===== src/rtl/x_scope_readout.sv =====
// Autonomous readout of the x_micro_scope capture RAM: streams a window of words, LSB byte first, to x_uart_tx.
// Optional trailing checksum byte when X_SCOPE_READOUT_CHECKSUM_EN is defined.
module x_scope_readout #(
  parameter int ADDR_W = 11,
  parameter int DATA_W = 32
) (
  input  logic              i_clk,
  input  logic              i_rst,
  input  logic              i_start,
  input  logic              i_abort,
  input  logic [ADDR_W-1:0] i_base,
  input  logic [ADDR_W:0]   i_count,
  output logic              o_busy,
  output logic              o_done,
  input  logic              i_scope_busy,
  output logic              o_ren,
  output logic [ADDR_W-1:0] o_raddr,
  input  logic [DATA_W-1:0] i_rdata,
  output logic              o_valid,
  output logic [7:0]        o_data,
  input  logic              i_accept
);

  localparam int NB    = DATA_W / 8;
  localparam int BI_W  = (NB > 1) ? $clog2(NB) : 1;
  localparam int CNT_W = ADDR_W + 1;

  typedef enum logic [2:0] {
    ST_IDLE  = 3'd0,
    ST_WAIT  = 3'd1,
    ST_READ  = 3'd2,
    ST_LATCH = 3'd3,
    ST_SEND  = 3'd4,
`ifdef X_SCOPE_READOUT_CHECKSUM_EN
    ST_CSUM  = 3'd5,
`endif
    ST_DONE  = 3'd6
  } state_e;

`ifdef X_SCOPE_READOUT_CHECKSUM_EN
  localparam state_e ST_AFTER_LAST = ST_CSUM;
`else
  localparam state_e ST_AFTER_LAST = ST_DONE;
`endif

  state_e              state_q, state_d;
  logic [ADDR_W-1:0]   addr_q;
  logic [CNT_W-1:0]    rem_q;
  logic [DATA_W-1:0]   shreg_q;
  logic [BI_W-1:0]     bidx_q;
  logic                abort_q;
`ifdef X_SCOPE_READOUT_CHECKSUM_EN
  logic [7:0]          sum_q;
`endif

  logic last_byte, last_word;
  assign last_byte = (bidx_q == BI_W'(NB - 1));
  assign last_word = (rem_q == CNT_W'(1));
  assign o_raddr   = addr_q;

  // NOTE: sequential state uses non-blocking assignments so every register samples pre-edge values.
  always_ff @(posedge i_clk) begin
    if (i_rst) state_q <= ST_IDLE;
    else       state_q <= state_d;
  end

  always_ff @(posedge i_clk) begin
    if (i_rst) begin
      addr_q  <= '0;
      rem_q   <= '0;
      shreg_q <= '0;
      bidx_q  <= '0;
      abort_q <= 1'b0;
`ifdef X_SCOPE_READOUT_CHECKSUM_EN
      sum_q   <= '0;
`endif
    end else begin
      case (state_q)
        ST_IDLE: if (i_start) begin
          addr_q  <= i_base;
          rem_q   <= i_count;
          abort_q <= 1'b0;
`ifdef X_SCOPE_READOUT_CHECKSUM_EN
          sum_q   <= '0;
`endif
        end
        ST_LATCH: begin
          shreg_q <= i_rdata;
          bidx_q  <= '0;
        end
        ST_SEND: begin
          // An abort seen while a byte is pending is remembered until that byte is taken.
          if (i_abort) abort_q <= 1'b1;
          if (i_accept) begin
            shreg_q <= {8'h00, shreg_q[DATA_W-1:8]};
            bidx_q  <= bidx_q + BI_W'(1);
`ifdef X_SCOPE_READOUT_CHECKSUM_EN
            sum_q   <= sum_q + shreg_q[7:0];
`endif
            if (last_byte) begin
              addr_q <= addr_q + ADDR_W'(1);
              rem_q  <= rem_q - CNT_W'(1);
            end
          end
        end
        default: ;
      endcase
    end
  end

  // NOTE: every combinational output gets a default first so no path infers a latch.
  always_comb begin
    state_d = state_q;
    o_busy  = (state_q != ST_IDLE);
    o_done  = 1'b0;
    o_ren   = 1'b0;
    o_valid = 1'b0;
    o_data  = '0;
    case (state_q)
      ST_IDLE:  if (i_start) state_d = ST_WAIT;
      ST_WAIT: begin
        if (i_abort || rem_q == '0) state_d = ST_DONE;
        else if (!i_scope_busy)     state_d = ST_READ;
      end
      ST_READ: begin
        o_ren   = 1'b1;
        state_d = i_abort ? ST_DONE : ST_LATCH;
      end
      ST_LATCH: state_d = i_abort ? ST_DONE : ST_SEND;
      ST_SEND: begin
        o_valid = 1'b1;
        o_data  = shreg_q[7:0];
        if (i_accept) begin
          if (abort_q || i_abort) state_d = ST_DONE;
          else if (last_byte)     state_d = last_word ? ST_AFTER_LAST : ST_WAIT;
        end
      end
`ifdef X_SCOPE_READOUT_CHECKSUM_EN
      ST_CSUM: begin
        o_valid = 1'b1;
        o_data  = sum_q;
        if (i_accept) state_d = ST_DONE;
      end
`endif
      ST_DONE: begin
        o_done  = 1'b1;
        state_d = ST_IDLE;
      end
      default: state_d = ST_IDLE;
    endcase
  end

endmodule


===== config.mk =====
export PLATFORM = sky130hd
export DESIGN_NAME = x_scope_readout
export DESIGN_NICKNAME = d
export VERILOG_FILES = /design/src/rtl/x_scope_readout.sv
export SDC_FILE = /design/constraint.sdc
export NUM_CORES = 1
export LEC_CHECK = 0
export CORE_MARGIN = 2
export CORE_UTILIZATION = 40
export CTS_CLUSTER_SIZE = 10
export DETAILED_ROUTE_END_ITERATION = 10
export GPL_ROUTABILITY_DRIVEN = 0
export PLACE_DENSITY = 0.78
export SYNTH_ARGS = -nofsm -noshare
export SYNTH_HDL_FRONTEND = slang
export SYNTH_SLANG_ARGS = --single-unit

===== constraint.sdc =====
create_clock -name i_clk -period 2.77 [get_ports i_clk]
set_input_delay 0.831 -clock i_clk [delete_from_list [all_inputs] [get_ports i_clk]]
set_output_delay 0.831 -clock i_clk [all_outputs]
set_load 0.03 [all_outputs]

Yosys cells after proc, flatten, opt, wreduce, memory -nomap -nowiden
Cells that the tools add are included.
W data, S select, Z words.
{"block": "op_classes", "n_addsub": 3, "n_eq_ne": 13, "n_mux": 29, "reduce_logical": 11}
{"cell": "$pmux W32 S2", "count": 1}
{"cell": "$mux W12", "count": 3}
{"cell": "$mux W11", "count": 3}
{"cell": "$mux W32", "count": 1}
{"cell": "$mux W3", "count": 8}
{"cell": "$pmux W12 S2", "count": 1}
{"cell": "$pmux W11 S2", "count": 1}
{"cell": "$pmux W3 S5", "count": 1}
{"cell": "$eq A12 B1 Y1 const B", "count": 1}
{"cell": "$logic_not A12 Y1", "count": 1}
{"cell": "$sub A12 B1 Y12 const B", "count": 1}
{"cell": "$add A11 B1 Y11 const B", "count": 1}
{"cell": "$mux W8", "count": 1}
{"cell": "$ne A2 B2 Y1 const B", "count": 4}
{"cell": "$reduce_and A4 Y1", "count": 2}
{"cell": "$eq A3 B2 Y1 const B", "count": 2}
{"cell": "$eq A3 B3 Y1 const B", "count": 2}
{"cell": "$ne A3 B3 Y1 const B", "count": 2}
{"cell": "$mux W1", "count": 5}
{"cell": "$mux W2", "count": 2}
{"cell": "$pmux W2 S2", "count": 1}
{"cell": "$reduce_bool A2 Y1", "count": 2}
{"cell": "$eq A3 B1 Y1 const B", "count": 1}
{"cell": "$logic_not A3 Y1", "count": 1}
{"cell": "7 further kinds", "count": 8}
{"block": "totals", "regBits": 61, "input_bits": 61, "output_inout_bits": 23, "elab_cells": 62}

Longest topological paths before layout
Gate-level depths: netlist of run 1.
{"block": "depth", "depth_word": 6, "ltp_mapped": 9, "mapped_depth_nobuf": 7}

Worst setup path after synthesis of run 1
No wires, ideal clock.
{"block": "synth_timing", "kind": "register -> output", "start": "register state_q[0]", "end": "output port o_data[0]", "t_arrival_ps": 1690, "required_ps": 1939, "path_slack_ps": 249, "path_stages_with_launch": 8, "path_buffers": 4, "cell_sequence": "dfxtp_1 > buf_6 > or3b_1 > buf_2 > inv_2 > buf_4 > buf_2 > and2_1"}
{"block": "synth_between", "elab_chain_len": 2}
{"item": "from (decl)", "line_no": "46", "text": "state_e state_q, state_d;"}
{"item": "from (signal assigned)", "line_no": "64", "text": "else state_q <= state_d;"}
{"item": "$eq A3 B3 Y1", "line_no": "119", "text": "case (state_q)"}
{"item": "$mux W8", "line_no": "119"}
{"item": "to (decl)", "line_no": "20", "text": "output logic [7:0] o_data,"}
Every way passes these cells.

Final worst setup path of run 1
{"block": "layout_timing", "start": "register state_q[0]", "end": "output port o_busy"}
{"block": "layout_between", "elab_chain_len": 1}
{"item": "$reduce_bool A3 Y1", "line_no": "114", "text": "o_busy = (state_q != ST_IDLE);"}
{"item": "to (decl)", "line_no": "13", "text": "output logic o_busy,"}
Every way passes these cells.

==> results.tsv, run 1 <==
stage	metric	value	unit
run_status	outcome	completed	
finish	fin_cells	598	
clock_tree	clock_sinks	61	
synthesis	yosys-top-cells-area	dfxtp_1 38%, nand2_1 8.4%, nor2_1 8.1%, a311oi_1 7.1%, a21oi_1 3.6%	
setup_path	cp_top_family	buffers and inverters	
setup_path	path_class	reg -> out	
timing	max_freq	380	MHz
floorplan	fp.dieW	93.6	um
finish	fin_util	55.2	%
synthesis	ys_seq_area_share	38.1	%
worst_hold_path	hp-class	reg -> reg	
synthesis	synth_fp_nets	488	
flow_run	cap_violations	0	
clock_tree	cts_made_buffers	9	
pwr	comb_power_share	44.5	%
pwr	p_int	2.40	mW
pwr	power	4.02	mW
global_route	grt_pass1_vias	3043	
route	vias_per_cell	5.49	
clock_tree	clock_path_buffers	2	
clock_tree	cts_tree	built	
timing	finalHoldViolCount	0	
synthesis	synth_cell_types	47	
setup_path	crit_arrival	1800	ps
timing	setup_viol_count_final	0	
timing	slew_viol_final	0	
timing	rsz0062_at_grt	false	
route	drt_wl_total	8530	um
synthesis	synthTopCellsByCount	72 x nand2_1, 69 x nor2_1, 61 x dfxtp_1	
synthesis	yosys.area.top_type	dfxtp_1	
setup_path	crit_path_start_kind	flip-flop	
global_route	antenna_found_initial	0	
timing	skew	9.11	ps
pwr	p_leak	1.59	nW
finish	nNetsFinal	557	
global_route	grt_max_degree	69	
floorplan	die-area	8750	um^2
setup_path	crit_buf_inv	1	
finish	insertedDiodeCount	0	
setup_path	cp-end-kind	output pin	
placed_design	dpl.cell_count	582	
floorplan	io_pins	84	
global_route	grt_pass1_wl	13800	um
setup_path	path_max_fanout	9	
synthesis	synth_warnings	0	
floorplan	die-height	93.6	um
synthesis	syn-mean-instance-area	7.60	um^2
synthesis	synth_top_area_share	38.1	%
route	ant_nets	0	
pwr	power_per_cell_area	939	nW/um^2
route	vias	3281	
setup_path	critPathRequiredTime	1940	ps
synthesis	synth_area	3210	um^2
synthesis	async_reset_ff_share	0	%
placed_design	dp_hpwl	5790	um
floorplan	fp-row-count	32	
finish	syn_to_final_growth	33.5	%
timing	period_needed	2630	ps
pwr	power.switching	1.62	mW
route	drc	0	
clock_tree	postCtsSetupRepairBufs	0	
global_route	grt-ovfl-total	0	
synthesis	synth_edf_count	0	
floorplan	initial_core_util	41.3	%
placed_design	portBuffers	83	
timing	slew_headroom	54.8	%
timing	finalSetupTns	0	ps
timing	fin_crit_sh	95.0	%
setup_path	crit_path_cell_trace	nor2_1, nand2_1, clkdlybuf4s50_1	
finish	final_layout_size_suffix_gt1_share	9.68	%
pwr	clkPwrFrac	22.1	%
synthesis	ys_ff_latch	61	
pwr	switching_share	40.4	%
global_route	track_usage	19.5	%
floorplan	coreArea	7770	um^2
placed_design	placed_area	4060	um^2
route	dr.first_iter.drc_count	165	
synthesis	synth_ff_type	dfxtp_1	
setup_path	cp_slowest_cell	clkdlybuf4s50_1	
setup_path	slowest_delay	600	ps
synthesis	yosysMostFrequentCell	nand2_1	
pwr	p_seq_share	33.3	%
clock_tree	htreeDepth	3	
pwr	peakVddDrop	0.318	mV
synthesis	synth_cells	422	
clock_tree	cts-root-buf	clkbuf_8	
clock_tree	clkTransAtPathRegs	70	ps
route	first_pass_iters	4	
clock_tree	clk_latency	330	ps
route	wl_per_cell	14.3	um
finish	final_area	4280	um^2
timing	tightest_slew	678	ps
## worst reg2reg max path: stages (launching register included)
cell	delay, ps
dfxtp_1	390
or3b_2	510
inv_2	200
buf_4	320
a21o_1	210
buf_12	220
nor2_1	80
a311oi_1	280
## cell families after synthesis
group	synth area share, %
multiplexers	0.351
buffers and inverters	6.24
AO/OA/AOI/OAI	24.3
flip-flops	38.1
adder cells (fa/ha/maj)	1.95
AND/OR/NAND/NOR	29.1
## worst paths after layout
path / cells after the start / slack, ps / startpoint / endpoint
max: 3 / 140 / state_q[0] / o_busy
min: 2 / 460 / bidx_q[1] / bidx_q[1]
max reg2reg: 7 / 460 / state_q[0] / shreg_q[4]
min reg2reg: 2 / 460 / bidx_q[1] / bidx_q[1]
## per-stage QoR
step | setup WS [ps] | hold WS (ps)
floorplan | 249 | 436
finish | 139 | 461
detailed placement | 341 | 455
CTS | 51.2 | 464
global route | 21.4 | 491
global placement | 391 | 442
## routing by layer
| metal | share of wire, % | track usage [%] | vias up |
|---|---|---|---|
| met5 | 0 | 0 | - |
| met4 | 1.6 | 7.49 | 0 |
| met3 | 5.4 | 4.51 | 13 |
| met2 | 48 | 30.9 | 92 |
| met1 | 45 | 25.7 | 1530 |
| li1 | - | - | 1646 |
## power groups by stage
stage | Clock (mW) | Sequential (mW) | Combinational [mW]
4_1_cts | 0.905 | 1.33 | 1.79
5_1_grt | 0.950 | 1.38 | 1.97
3_5_place_dp | 0 | 1.35 | 1.78
2_1_floorplan | 0 | 1.37 | 1.25
6_report | 0.891 | 1.34 | 1.79
3_3_place_gp | 0 | 1.34 | 1.73
## cells in the final DEF, fill, tap and decap left out, drive strengths merged, types with 5 or more instances in the layout
cell type / instances
clkbuf: 10
nor3: 10
o21ai: 17
buf: 21
nand2: 72
ha: 5
clkdlybuf4s50: 72
a21oi: 23
a311oi: 26
nor2: 70
inv: 6
and2: 13
a211oi: 7
dfxtp: 61
nand3: 7
a22oi: 11
## state kept, by name, indices dropped and copies added, names as in the netlist
| name | cells |
|---|---|
| abort_q | 1 |
| bidx_q | 2 |
| o_raddr | 11 |
| rem_q | 12 |
| shreg_q | 32 |
| state_q | 3 |
## timing repair
| action | in CTS | in global routing |
|---|---|---|
| resized for setup | 0 | 2 |
| hold buffers | 0 | 0 |
| endpoints found under the setup margin | 0 | 2 |
## final cells by class
cell class | count | area (um^2)
multi-input combinational | 319 | 1790
clock inverter | 6 | 86.3
timing repair buffer | 94 | 901
tap | 102 | 128
inverter | 6 | 22.5
fill | 726 | 3480
sequential | 61 | 1220
clock buffer | 10 | 138
No activity file was read; power rests on OpenSTA's default activity.
==> inputs of run 2 (changes only) <==
Settings changed: CAP_MARGIN set to 20, PLACE_DENSITY 0.78 to 0.67.
==> results.tsv, run 2 (synthesis gave the netlist of run 1 again) <==
stage	metric	value	unit	change
clock_tree	clk_latency	340	ps	about the same
global_route	grt_util_met2	31.5	%	+0.60 points
timing	finalSetupTns	0	ps	unchanged
finish	syn_to_final_growth	32.9	%	
pwr	p_leak	1.58	nW	-1.1%
setup_path	crit_arrival	1840	ps	+40 ps
floorplan	initial_core_util	41.3	%	unchanged
global_route	top_usage_layer	met2		
floorplan	fp-row-count	32		unchanged
route	vias	3224		-1.7%
flow_run	cap_violations	0		unchanged
route	vias_per_cell	5.40		-1.6%
clock_tree	clock_path_buffers	2		unchanged
setup_path	cp_top_family	buffers and inverters		
finish	fillCellCount	786		+8.3%
floorplan	coreArea	7770	um^2	unchanged
pwr	peakVddDrop	0.476	mV	+50%
setup_path	crit_buf_inv	1		unchanged
worst_hold_path	hold_start	bidx_q[1]		
floorplan	io_pins	84		unchanged
finish	insertedDiodeCount	0		unchanged
global_route	use_met1	25.4	%	-0.29 points
timing	slew_viol_final	0		unchanged
worst_hold_path	hp-class	reg -> reg		
route	first_pass_iters	5		+1
run_status	outcome	completed		
timing	max_freq	375	MHz	-1.3%
route	wl_per_cell	14.1	um	-0.96%
timing	setup_viol_count_final	0		unchanged
clock_tree	cts_tree	built		
timing	fin_hold_ws	457	ps	-4.33 ps
route	dr.first_iter.drc_count	114		-31%
finish	final_cell_mix	72 x nand2_1, 72 x clkdlybuf4s50_1, 69 x nor2_1		
setup_path	path_max_fanout	9		unchanged
timing	period_needed	2670	ps	+35.4 ps
timing	slew_headroom	55.1	%	+0.25 points
placed_design	dpl.cell_count	581		-0.17%
setup_path	crit_start	state_q[0]		
global_route	grt_util_met3	5.56	%	+1.0 points
placed_design	portBuffers	83		unchanged
pwr	power_per_cell_area	921	nW/um^2	-1.8%
finish	top_register	shreg_q		
setup_path	cp_slowest_cell	clkdlybuf4s50_1		
timing	tightest_slew	674	ps	-3.75 ps
finish	regArea	1220	um^2	-0.10%
route	drc	0		unchanged
floorplan	fp.dieW	93.6	um	unchanged
floorplan	die-area	8750	um^2	unchanged
clock_tree	cts_made_buffers	9		unchanged
global_route	grt-ovfl-total	0		unchanged
global_route	grt_max_degree	69		unchanged
finish	fin_cells	597		-0.17%
global_route	track_usage	19.5	%	about the same
finish	multiInputGateArea	1790	um^2	unchanged
setup_path	path_class	reg -> out		
finish	final_layout_size_suffix_gt1_share	9.29	%	-0.38 points
route	drt_wl_total	8430	um	-1.1%
clock_tree	htreeDepth	3		unchanged
timing	finalHoldViolCount	0		unchanged
clock_tree	cts-root-buf	clkbuf_8		
global_route	antenna_found_initial	0		unchanged
clock_tree	clkTransAtPathRegs	70	ps	about the same
setup_path	rrSetupSlack	500	ps	+40 ps
finish	nNetsFinal	556		-0.18%
setup_path	slowest_delay	600	ps	about the same
floorplan	die-height	93.6	um	unchanged
global_route	grt_pass1_vias	2980		-2.1%
global_route	grt_pass1_wl	13800	um	-0.14%
setup_path	crit_path_start_kind	flip-flop		
clock_tree	postCtsSetupRepairBufs	0		unchanged
timing	skew	5.48	ps	-3.63 ps
setup_path	cp-end-kind	output pin		
timing	rsz0062_at_grt	false		
finish	largest_reg_flops	32		unchanged
clock_tree	clock_sinks	61		unchanged
pwr	power	3.93	mW	-2.3%
setup_path	r2r_start	state_q[2]		
placed_design	dp_hpwl	5780	um	-0.18%
route	ant_nets	0		unchanged
setup_path	crit_path_cell_trace	nor2_1, nand2_1, clkdlybuf4s50_1		
setup_path	critPathRequiredTime	1940	ps	about the same
timing	fin_crit_sh	96.3	%	+1.3 points
[run 2: cell count changes in the layout (fill, tap and decap cells not counted), sizes merged]
cell | previous run | this run
buf | 21 | 20
clkbuf | 10 | 9
bufinv | 2 | 1
clkinv | 3 | 4
clkinvlp | 1 | 2
[run 2: final timing paths]
path / end / cells after the start
min: bidx_q[1] / 2
max reg2reg: shreg_q[2] / 7
min reg2reg: bidx_q[1] / 2
max: o_busy / 3
[run 2: layout make-up]
type,count,area share [%]
Clock buffer,9,2.90
Clock inverter,7,1.79
Inverter,6,0.528
Multi-Input combinational cell,319,41.9
Sequential cell,61,28.6
Tap cell,102,2.99
Timing Repair Buffer,93,21.2
[run 2: through the flow]
| step | area, um^2 | worst slack (ps) | util (%) |
|---|---|---|---|
| final | 4260 | 104 | 54.9 |
| after global routing | 4260 | 14.9 | 54.9 |
| after CTS | 4260 | 74.1 | 54.9 |
| after detailed placement | 4060 | 378 | 52.3 |
| after global placement | 4060 | 399 | 52.3 |
| after floorplan | 3210 | 249 | - |
[run 2: tightest hold or removal path: cells and delay by family (launching register included)]
kind             cells  cell delay [ps]
AO/OA/AOI/OAI        1               50
flip-flops           1              310
AND/OR/NAND/NOR      1               50
[run 2: power by group]
group          total [mW]  switching [mW]  internal, mW  leakage [nW]
Clock               0.790           0.373         0.417        0.0954
Combinational        1.80            1.03         0.770         0.983
Sequential           1.34           0.224          1.11         0.497
[run 2: timing repair]
action,CTS,global route
hold buffers,0,0
gates resized for setup,0,1
endpoints found under the setup margin,0,1
[run 2: layer usage]
metal	wire length, um	up-vias	part of all wire, %
met4	129	0	1.5
met1	3950	1481	47
met5	0	-	0
met2	3940	93	47
met3	414	13	4.9
li1	-	1637	-
